<file path="config.mk">
export PLATFORM = sky130hd
export DESIGN_NAME = pc_fetch_unit
export DESIGN_NICKNAME = d
export VERILOG_FILES = /design/src/rtl/pc_fetch_unit.sv
export SDC_FILE = /design/constraint.sdc
export NUM_CORES = 1
export LEC_CHECK = 0
export BUFFER_PORTS_ARGS = -buffer_cell sky130_fd_sc_hd__buf_4
export CAP_MARGIN = 20
export CORE_MARGIN = 2
export CORE_UTILIZATION = 35
export CTS_CLUSTER_SIZE = 30
export DETAILED_ROUTE_END_ITERATION = 7
export HOLD_SLACK_MARGIN = 0.1
export PLACE_DENSITY = 0.64
export SETUP_SLACK_MARGIN = 0.3
export SYNTH_ARGS = -nofsm -noshare
export SYNTH_HDL_FRONTEND = slang
export SYNTH_SLANG_ARGS = --single-unit
</file>
<file path="constraint.sdc">
create_clock -name clk -period 2.05 [get_ports clk]
set_input_delay 0.1025 -clock clk [delete_from_list [all_inputs] [get_ports clk]]
set_output_delay 0.1025 -clock clk [all_outputs]
set_load 0.01 [all_outputs]
</file>
<file path="src/rtl/pc_fetch_unit.sv">
// KGP-miniRISC program counter and instruction-fetch sequencer (IDLE/FETCH/WAIT/HOLD/HALTED).
// Optional fetch timeout compiled in with `define FETCH_TIMEOUT_EN.
module pc_fetch_unit #(
    parameter logic [31:0] RESET_PC       = 32'h0000_0000,
    parameter int unsigned TIMEOUT_CYCLES = 15
) (
    input  logic        clk,
    input  logic        rst,
    input  logic [31:0] next_addr,
    input  logic        pc_we,
    input  logic        halt,
    output logic        imem_req,
    output logic [31:0] imem_addr,
    input  logic [31:0] imem_rdata,
    input  logic        imem_rvalid,
    output logic [31:0] pc,
    output logic [31:0] nextPC,
    output logic [31:0] instr,
    output logic        instr_valid,
    output logic        halted,
    output logic        fetch_err
);

    typedef enum logic [2:0] {
        S_IDLE,
        S_FETCH,
        S_WAIT,
        S_HOLD,
        S_HALTED
    } state_e;

    state_e      state_q;
    logic [31:0] pc_q;
    logic [31:0] instr_q;
    logic        req_q;
    logic        instr_valid_q;
    logic        halted_q;
    logic        fetch_err_q;

`ifdef FETCH_TIMEOUT_EN
    localparam logic [7:0] TMO_LIMIT = 8'(TIMEOUT_CYCLES);
    logic [7:0] tmo_cnt_q;
`else
    logic unused_timeout_param;
    assign unused_timeout_param = ^TIMEOUT_CYCLES;
`endif

    always_ff @(posedge clk or negedge rst) begin
        if (!rst) begin
            state_q       <= S_IDLE;
            pc_q          <= RESET_PC;
            instr_q       <= '0;
            req_q         <= 1'b0;
            instr_valid_q <= 1'b0;
            halted_q      <= 1'b0;
            fetch_err_q   <= 1'b0;
`ifdef FETCH_TIMEOUT_EN
            tmo_cnt_q     <= '0;
`endif
        end else begin
            // The request strobe is raised only on the edge that enters FETCH.
            req_q <= 1'b0;
            case (state_q)
                S_IDLE: begin
                    state_q <= S_FETCH;
                    req_q   <= 1'b1;
                end
                S_FETCH: begin
                    state_q   <= S_WAIT;
`ifdef FETCH_TIMEOUT_EN
                    tmo_cnt_q <= '0;
`endif
                end
                S_WAIT: begin
                    if (imem_rvalid) begin
                        instr_q       <= imem_rdata;
                        instr_valid_q <= 1'b1;
                        state_q       <= S_HOLD;
                    end
`ifdef FETCH_TIMEOUT_EN
                    else if (tmo_cnt_q + 8'd1 == TMO_LIMIT) begin
                        fetch_err_q <= 1'b1;
                        halted_q    <= 1'b1;
                        state_q     <= S_HALTED;
                    end else begin
                        tmo_cnt_q <= tmo_cnt_q + 8'd1;
                    end
`endif
                end
                S_HOLD: begin
                    // Halt has priority over a simultaneous commit.
                    if (halt) begin
                        instr_valid_q <= 1'b0;
                        halted_q      <= 1'b1;
                        state_q       <= S_HALTED;
                    end else if (pc_we) begin
                        pc_q          <= next_addr;
                        instr_valid_q <= 1'b0;
                        req_q         <= 1'b1;
                        state_q       <= S_FETCH;
                    end
                end
                S_HALTED: begin
                    state_q <= S_HALTED;
                end
                default: begin
                    state_q <= S_IDLE;
                end
            endcase
        end
    end

    assign imem_req    = req_q;
    assign imem_addr   = pc_q;
    assign pc          = pc_q;
    assign nextPC      = pc_q + 32'd1;
    assign instr       = instr_q;
    assign instr_valid = instr_valid_q;
    assign halted      = halted_q;
`ifdef FETCH_TIMEOUT_EN
    assign fetch_err   = fetch_err_q;
`else
    assign fetch_err   = 1'b0;
    logic unused_fetch_err;
    assign unused_fetch_err = fetch_err_q;
`endif

endmodule

</file>
==> key figures, run 1 <==
Global route
  – Initial antenna violation count: 0
  – Met1 Track Usage GR: 23.0%
  – Met3 usage: 5.64%
  – Most used routing layer in global routing: met2
  – First-pass GRT wire length: 17500 um
  – Grt total ovfl: 0
  – Vias in the first global route: 3514
  – Overall routing resource usage: 20.1%
  – Met2 GRT Util: 35.6%
  – Largest net degree at the start of global routing: 40

Yosys
  – Post-synthesis xor/xnor area fraction: 7.44%
  – Multiplexer area fraction after synthesis: 19.5%
  – Netlist cell types: 34
  – Cell accounting for the most synthesized area: dfrtp_1
  – Async set or reset register ratio after synthesis: 100%
  – Post-synthesis simple-gate area fraction: 12.2%
  – Adder-cell share of the synthesized area: 0.354%
  – Compound-Gate Fraction of Synth Area: 1.81%
  – Primary FF master, synth: dfrtp_1
  – YS warnings: 0
  – Post-synth EDFFs: 0
  – Synth Register Bits: 70
  – Cell Area, Synth: 3530 um^2
  – Area contributors post-synth: dfrtp_1 (50%), mux2_2 (19%), buf_4 (7.0%)
  – Post-synth top area share: 49.6%
  – Register area share after synthesis: 49.6%
  – Main combinational cell family by area after synthesis: multiplexers
  – Mapped Cells: 288
  – Syn nets: 358
  – Synth Area per Inst: 12.3 um^2

Die
  – Die Wd: 104 um
  – Die Y: 104 um
  – I/O pins: 201
  – Initial core utilization: 36.1%
  – Core area: 9770 um^2
  – Cell Rows: 36
  – Die Area: 10900 um^2

Setup path
  – Critical Path AT: 2020 ps
  – Req. time, crit path: 1950 ps
  – CP Capture Type: primary output
  – FF-to-FF path depth: 5
  – Crit Path Category: register to primary output
  – Crit-path max FO: 4
  – Critical path startpoint category: register

Timing
  – Worst hold slack: 280 ps
  – Final hold violations: 0
  – Count of final setup violators: 8
  – Fin crit period: 2120 ps
  – Slew Limit Fails: 0
  – Period Utilization, post-route: 103%
  – Clock Skew: 9.74 ps
  – Final setup margin: -71.6 ps
  – Unrepaired setup endpoints after global routing: yes
  – Relative slew slack: 64.3%
  – F_max: 471 MHz
  – Worst-Margin Slew: 536 ps

Clock network
  – CTS tree: yes
  – Clk_lat worst skew: 340 ps
  – Clk slew on worst S/H paths: 80 ps
  – Clock buffer depth: 2
  – H-tree levels: 3
  – Cts bufs inserted: 9
  – Root buf cell: clkbuf_8
  – Clk sinks: 70

Run
  – MaxCap Viol Count: 0

Routing
  – DRT antenna net count: 0
  – WL/cell: 16.6 um
  – Vias per cell: 4.70
  – Vias: 3349
  – WL final: 11800 um
  – Initial DRC count: 120
  – Drt pass-1 iters: 4
  – DRC Markers: 0

Final layout
  – N_diodes: 0
  – Most frequent cells in the layout: buf_4 (234), dlygate4sd3_1 (68), mux2_2 (59)
  – Final nets: 644
  – Fillers: 731
  – Most common cell after layout, fill and taps aside: buf_4
  – Synth-to-layout area growth: 81.8%
  – Share of layout cells above drive strength 1: 62.7%
  – Register area: 1770 um^2
  – Multi-input gate area: 1610 um^2

Placement
  – GP Congestion: 0.821
  – Port bufs: 199
  – DP HPWL: 7360 um

Power and ir drop
  – Maximum VDD drop: 0.706 mV
  – PwrDens: 1470 nW/um^2
  – Power after layout: 9.45 mW
  – LEAKAGE: 3.01 nW

Min path
  – Type of the worst min-delay path: input port to asynchronous set/reset pin

Run status
  – Status: complete, but fails checks
  – Failing checks: setup timing
## critical path: stages, from the launching register on
cell and delay [ps]:
dfrtp_2 400, ha_4 150, nand4_1 110, or4_4 560, nor2_4 130, xor2_1 180, buf_4 150
## final timing paths
check,slack [ps],startpoint,endpoint
worst max-delay path,-70,imem_addr[1],nextPC[14]
worst min-delay path,280,rst,imem_addr[25]
worst max register to register,400,state_q[0],imem_addr[30]
worst min register to register,460,halted,halted
max in group asynchronous,1160,rst,imem_addr[17]
min in group clk,460,halted,halted
## final cells by class
cell class	count	share of cell area, %
sequential	70	27.6
timing repair buffer	315	41.5
tap	133	2.59
inverter	4	0.234
clock buffer	13	2.32
multi-input combinational	174	25.1
clock inverter	3	0.683
## sequential cells by signal, indices dropped and copies added, names as in the netlist
signal and cells:
imem_addr 32, imem_req 1, instr_valid 1, state_q 3, instr 32, halted 1
## power breakdown
group          switching, mW  total [mW]  internal, mW
Combinational           2.40        5.54          3.14
Sequential             0.682        2.79          2.11
Clock                  0.520        1.12         0.598
Total                   3.61        9.45          5.84
## what timing repair did
item,4_1_cts,5_1_grt
hold endpoints to repair,107,0
endpoints found under the setup margin,25,83
resized for setup,28,17
cloned,1,3
buffers inserted,21,9
pin swaps,11,13
hold buffers,68,0
## cells in the mapped netlist, types with 2 or more instances
| cell | number |
|---|---|
| nand3_1 | 12 |
| nand4_1 | 11 |
| mux2_2 | 59 |
| inv_1 | 4 |
| mux2_1 | 2 |
| buf_6 | 3 |
| nor3_1 | 4 |
| a21o_1 | 2 |
| nor3_2 | 2 |
| nor2_1 | 13 |
| o21ai_0 | 5 |
| dfrtp_1 | 70 |
| buf_4 | 33 |
| and3_1 | 4 |
| nand2_1 | 14 |
| xor2_1 | 13 |
| or4_4 | 2 |
| xnor2_1 | 17 |
| buf_2 | 3 |
## per-layer routing
| metal | vias up | wire [um] |
|---|---|---|
| li1 | 1546 | - |
| met1 | 1620 | 4730 |
| met2 | 164 | 5970 |
| met3 | 19 | 868 |
| met4 | 0 | 230 |
| met5 | - | 0 |
## cells by family after synthesis
kind of cell | count (synthesis)
DFF | 70
and+or+nand+nor | 71
adders and majority gates | 1
AOI/OAI and AO/OA | 10
other | 1
buffers and inverters | 44
muxes | 61
xor gates and xnor gates | 30
## per-stage QoR
stage,instances,utilization (%),area [um^2],setup TNS [ps],setup slack [ps]
final,712,65.6,6420,-308,-71.6
after global routing,712,65.6,6420,-1540,-142
after CTS,700,63.4,6190,-218,-64.5
after detailed placement,594,51.6,5040,0,181
after global placement,594,51.6,5040,0,248
after floorplan,288,-,3540,0,311
Note: power is estimated with default switching activity, not from simulation.
==> run 2, diff against run 1 <==
CORE_UTILIZATION = 44   (was 35)
PLACE_DENSITY = 0.78   (was 0.64)
==> run 2 against run 1 <==
Effect of this change:
- the run still ends with setup timing left
- design area fell by 1.9%
- fmax fell by 8.9%
- sequential power up 2%
- register-to-register slack worse by 40 ps
==> key figures, run 2 (synthesized netlist as in run 1, its figures left out) <==
Run status
  – Status: complete, but fails checks (unchanged)
  – Failing checks: setup timing (unchanged)

Routing
  – Vias: 3347 (was 3349)
  – Drt pass-1 iters: 4 (unchanged)
  – DRT antenna net count: 0 (unchanged)
  – WL/cell: 17.0 um (was 16.6 um)
  – DRC Markers: 0 (unchanged)
  – WL final: 11400 um (was 11800 um)
  – Vias per cell: 4.97 (was 4.70)
  – Initial DRC count: 93 (was 120)

Power and ir drop
  – Power after layout: 9.36 mW (was 9.45 mW)
  – PwrDens: 1490 nW/um^2 (was 1470 nW/um^2)
  – Maximum VDD drop: 0.818 mV (was 0.706 mV)
  – LEAKAGE: 3.03 nW (was 3.01 nW)

Final layout
  – Core Util, Final: 81.0% (was 65.6%)
  – Post-route cell area: 6290 um^2 (was 6420 um^2)
  – Most frequent cells in the layout: buf_4 (230), dlygate4sd3_1 (67), mux2_2 (59), dfrtp_1 (59), xnor2_1 (12) (was buf_4 (234), dlygate4sd3_1 (68), mux2_2 (59))
  – Synth-to-layout area growth: 78.3% (was 81.8%)
  – Share of layout cells above drive strength 1: 63.2% (was 62.7%)
  – Final Instance Count excl. Fillers: 673 (was 712)
  – Register area: 1770 um^2 (about the same)
  – Final nets: 636 (was 644)
  – Fillers: 433 (was 731)
  – Most common cell after layout, fill and taps aside: buf_4 (unchanged)
  – Multi-input gate area: 1660 um^2 (was 1610 um^2)
  – N_diodes: 0 (unchanged)

Timing
  – Unrepaired setup endpoints after global routing: yes (unchanged)
  – Final hold violations: 0 (unchanged)
  – Clock Skew: 6.16 ps (was 9.74 ps)
  – Count of final setup violators: 9 (was 8)
  – Slew Limit Fails: 0 (unchanged)
  – Relative slew slack: 40.3% (was 64.3%)
  – Fin crit period: 2330 ps (was 2120 ps)
  – Worst-Margin Slew: 896 ps (was 536 ps)
  – F_max: 429 MHz (was 471 MHz)
  – Period Utilization, post-route: 114% (was 103%)
  – Final setup margin: -280 ps (was -71.6 ps)

Global route
  – Initial antenna violation count: 0 (unchanged)
  – Overall routing resource usage: 24.4% (was 20.1%)
  – First-pass GRT wire length: 16600 um (was 17500 um)
  – Grt total ovfl: 0 (unchanged)
  – Largest net degree at the start of global routing: 71 (was 40)
  – Vias in the first global route: 3458 (was 3514)

Setup path
  – Req. time, crit path: 1950 ps (about the same)
  – Critical path startpoint category: register (unchanged)
  – Worst Setup SP: imem_addr[1] (unchanged)
  – Critical Path AT: 2230 ps (was 2020 ps)
  – Crit-path max FO: 4 (unchanged)
  – Reg-to-Reg End: instr[9] (was imem_addr[30])
  – Reg2reg start: state_q[2] (was state_q[0])
  – R2r setup slk: 360 ps (was 400 ps)
  – Crit Path Category: register to primary output (unchanged)
  – CP Capture Point: nextPC[28] (was nextPC[14])
  – FF-to-FF path depth: 5 (unchanged)
  – CP Capture Type: primary output (unchanged)

Clock network
  – Cts bufs inserted: 9 (unchanged)
  – Clk slew on worst S/H paths: 80 ps (about the same)
  – H-tree levels: 3 (unchanged)
  – Clk_lat worst skew: 340 ps (about the same)
  – CTS tree: yes (unchanged)
  – Root buf cell: clkbuf_8 (unchanged)
  – Clock buffer depth: 2 (unchanged)
  – Clk sinks: 70 (unchanged)

Die
  – Initial core utilization: 45.4% (was 36.1%)
  – Die Area: 8750 um^2 (was 10900 um^2)
  – Die Wd: 93.6 um (was 104 um)
  – I/O pins: 201 (unchanged)
  – Die Y: 93.6 um (was 104 um)
  – Core area: 7770 um^2 (was 9770 um^2)
  – Cell Rows: 32 (was 36)

Placement
  – Place WS: 172 ps (was 181 ps)
  – DP HPWL: 7080 um (was 7360 um)
  – Placed insts: 562 (was 594)
  – GP Congestion: 0.833 (was 0.821)
  – Placed Area: 4980 um^2 (was 5040 um^2)
  – Port bufs: 199 (unchanged)

Run
  – MaxCap Viol Count: 0 (unchanged)

Min path
  – Type of the worst min-delay path: input port to register (was input port to asynchronous set/reset pin)
==> run 2: cell types whose count changed in the layout (fill, tap and decap cells not counted), sizes merged <==
cell	delta
dlygate4sd3	-1
clkinvlp	+1
clkinv	+2
buf	-4
clkbuf	-6
==> run 2: metrics by stage <==
| step | TNS, ps | hold WS (ps) |
|---|---|---|
| after CTS | -487 | 127 |
| after floorplan | 0 | -193 |
| after global placement | 0 | 278 |
| after detailed placement | 0 | 282 |
| final | -912 | 133 |
| after global routing | -2760 | 130 |
==> run 2: critical path: stages (launching register included) <==
cell and delay, ps:
dfrtp_2 420, ha_4 160, nand4_1 120, or4_4 630
nor3_2 190, xor2_1 210, buf_4 150
==> run 2: worst min-delay path by stage <==
| stage | from | to | slack, ps | cells after the start |
|---|---|---|---|---|
| global placement | rst | imem_addr[29] | 280 | 1 |
| global route | imem_rvalid | instr_valid | 130 | 3 |
| floorplan | rst | halted | -190 | 0 |
| finish | imem_rvalid | instr_valid | 130 | 3 |
| CTS | imem_rvalid | instr_valid | 130 | 3 |
| detailed placement | rst | imem_addr[29] | 280 | 1 |
==> run 2: power by group <==
group	leakage, nW	total (mW)	internal (mW)	switching, mW
registers	0.822	2.85	2.10	0.751
logic	2.10	5.39	3.06	2.33
clock network	0.102	1.12	0.591	0.529
==> run 2: cell type report <==
cell class / instances / share of cell area, %
multi-input cells: 174 / 26.3
repair buffers: 307 / 40.2
clock inverters: 6 / 0.974
clock buffers: 10 / 2.19
well taps: 102 / 2.03
flip-flops and latches: 70 / 28.1
inverters: 4 / 0.239
==> run 2: timing repair <==
item | CTS | global route
cloned | 0 | 1
resized for setup | 19 | 32
setup buffers | 12 | 15
endpoints found under the setup margin | 25 | 55
endpoints found under the hold margin | 138 | 0
hold buffers | 67 | 0
pin swaps | 10 | 14
==> run 2: metal layers <==
layer  share of wire, %  vias up  GRT usage, %
met5                  0        -             0
met4                1.2        0          7.85
met3                7.8       12          6.93
met2                 53      162          45.0
met1                 38     1645          27.1
li1                   -     1528             -
==> run 3, diff against run 2 <==
CTS_CLUSTER_SIZE = 25   (was 30)
SETUP_SLACK_MARGIN = 0.15   (was 0.3)
==> run 3 against run 2 <==
Effect of this change:
- sequential share of layout area up 0.17 points
- critical path depth down 1
- global-route usage up 0.81 points
- fmax up 8.9%
- sequential power about the same
- the run still ends with setup timing left
- power up 0.70%
==> key figures, run 3 (synthesized netlist as in run 1, its figures left out) <==
Run status
  – Status: complete, but fails checks (unchanged)
  – Failing checks: setup timing (unchanged)

Clock network
  – Clk sinks: 70 (unchanged)
  – Cts bufs inserted: 9 (unchanged)
  – Root buf cell: clkbuf_8 (unchanged)
  – CTS tree: yes (unchanged)
  – Clk_lat worst skew: 340 ps (about the same)
  – H-tree levels: 3 (unchanged)
  – Clk slew on worst S/H paths: 80 ps (about the same)
  – Clock buffer depth: 2 (unchanged)

Setup path
  – FF-to-FF path depth: 4 (was 5)
  – CP Capture Type: primary output (unchanged)
  – Reg2reg start: state_q[0] (was state_q[2])
  – R2r setup slk: 310 ps (was 360 ps)
  – Req. time, crit path: 1950 ps (about the same)
  – Critical path startpoint category: register (unchanged)
  – Reg-to-Reg End: imem_addr[13] (was instr[9])
  – Critical Path AT: 2040 ps (was 2230 ps)
  – Crit Path Category: register to primary output (unchanged)
  – Crit-path max FO: 6 (was 4)

Global route
  – Met3 usage: 7.74% (was 6.93%)
  – Most used routing layer in global routing: met2 (unchanged)
  – First-pass GRT wire length: 17100 um (was 16600 um)
  – Largest net degree at the start of global routing: 71 (unchanged)
  – Initial antenna violation count: 0 (unchanged)
  – Met1 Track Usage GR: 29.2% (was 27.1%)
  – Grt total ovfl: 0 (unchanged)
  – Overall routing resource usage: 25.2% (was 24.4%)
  – Met2 GRT Util: 45.5% (was 45.0%)
  – Vias in the first global route: 3332 (was 3458)

Timing
  – Clock Skew: 9.07 ps (was 6.16 ps)
  – Relative slew slack: 40.0% (was 40.3%)
  – Unrepaired setup endpoints after global routing: yes (unchanged)
  – Fin crit period: 2140 ps (was 2330 ps)
  – Slew Limit Fails: 0 (unchanged)
  – Worst hold slack: 155 ps (was 133 ps)
  – Count of final setup violators: 9 (unchanged)
  – Period Utilization, post-route: 104% (was 114%)
  – Final hold violations: 0 (unchanged)
  – Worst-Margin Slew: 900 ps (was 896 ps)
  – F_max: 467 MHz (was 429 MHz)
  – Final setup margin: -90.5 ps (was -280 ps)

Final layout
  – Final nets: 632 (was 636)
  – Fillers: 432 (was 433)
  – Most common cell after layout, fill and taps aside: buf_4 (unchanged)
  – Share of layout cells above drive strength 1: 62.8% (was 63.2%)
  – Most frequent cells in the layout: buf_4 (229), dlygate4sd3_1 (67), mux2_2 (59) (was buf_4 (230), dlygate4sd3_1 (67), mux2_2 (59), dfrtp_1 (59), xnor2_1 (12))
  – N_diodes: 0 (unchanged)
  – Synth-to-layout area growth: 77.3% (was 78.3%)

Die
  – Die Y: 93.6 um (unchanged)
  – Initial core utilization: 45.4% (unchanged)
  – Die Wd: 93.6 um (unchanged)
  – Core area: 7770 um^2 (unchanged)
  – Cell Rows: 32 (unchanged)
  – I/O pins: 201 (unchanged)
  – Die Area: 8750 um^2 (unchanged)

Power and ir drop
  – PwrDens: 1510 nW/um^2 (was 1490 nW/um^2)
  – Power after layout: 9.43 mW (was 9.36 mW)
  – Maximum VDD drop: 0.836 mV (was 0.818 mV)
  – LEAKAGE: 3.00 nW (was 3.03 nW)

Routing
  – Drt pass-1 iters: 4 (unchanged)
  – DRC Markers: 0 (unchanged)
  – WL final: 11800 um (was 11400 um)
  – WL/cell: 17.6 um (was 17.0 um)
  – Vias per cell: 4.98 (was 4.97)
  – Vias: 3332 (was 3347)
  – DRT antenna net count: 0 (unchanged)
  – Initial DRC count: 120 (was 93)

Min path
  – Worst Hold Path Cells: 3 (unchanged)
  – Type of the worst min-delay path: input port to register (unchanged)
  – Hold Crit Start: imem_rvalid (unchanged)
  – Hold Path Sink: instr_valid (unchanged)

Placement
  – DP HPWL: 6880 um (was 7080 um)
  – Port bufs: 199 (unchanged)
  – GP Congestion: 0.842 (was 0.833)

Run
  – MaxCap Viol Count: 0 (unchanged)
-- run 3: routing by layer --
layer,vias to the layer above,share of wire [%]
li1,1525,-
met4,0,1.5
met1,1611,38
met2,174,52
met3,22,8.0
met5,-,0
-- run 3: power breakdown --
part / total, mW / switching [mW] / internal, mW / leakage (nW)
combinational: 5.33 / 2.34 / 2.99 / 2.07
clock: 1.25 / 0.561 / 0.690 / 0.110
sequential: 2.85 / 0.750 / 2.10 / 0.821
total: 9.43 / 3.65 / 5.78 / 3.00
-- run 3: worst max-delay path, stage by stage (launching register included) --
cell	delay, ps
dfrtp_2	420
nand4_1	180
or4_4	560
nor3_2	180
xor2_1	200
buf_4	160
-- run 3: layout make-up --
| type | instances | area, um^2 | share of cell area [%] |
|---|---|---|---|
| Clock inverter | 7 | 95.1 | 1.52 |
| Inverter | 4 | 15.0 | 0.240 |
| Multi-Input combinational cell | 174 | 1640 | 26.2 |
| Sequential cell | 70 | 1770 | 28.2 |
| Tap cell | 102 | 128 | 2.04 |
| Timing Repair Buffer | 303 | 2490 | 39.8 |
| Clock buffer | 9 | 124 | 1.98 |
-- run 3: how the worst max path moves through the flow --
stage / startpoint / endpoint / slack, ps / cells past startpoint
after floorplan: imem_addr[0] / nextPC[28] / 250 / 5
after global placement: imem_addr[0] / nextPC[28] / 270 / 6
after detailed placement: imem_addr[2] / nextPC[24] / 230 / 5
after CTS: imem_addr[1] / nextPC[30] / -30 / 8
after global routing: imem_addr[4] / nextPC[31] / -200 / 6
final: imem_addr[18] / nextPC[28] / -90 / 5
-- run 3: what timing repair did --
item | 4_1_cts | 5_1_grt
cloned | 1 | 0
setup buffers | 17 | 5
endpoints found under the hold margin | 138 | 0
resized for setup | 25 | 26
endpoints found under the setup margin | 22 | 23
hold buffers | 67 | 0
pin swaps | 16 | 17
-- run 3: stage by stage --
step / util, % / std cells / setup TNS (ps) / setup WS [ps] / area (um^2)
2_1_floorplan: - / 288 / 0 / 253 / 3530
3_3_place_gp: 64.2 / 563 / 0 / 274 / 4990
3_5_place_dp: 64.2 / 563 / 0 / 234 / 4990
4_1_cts: 78.5 / 664 / -91.9 / -25.9 / 6100
5_1_grt: 80.6 / 669 / -1870 / -197 / 6260
6_report: 80.6 / 669 / -333 / -90.5 / 6260
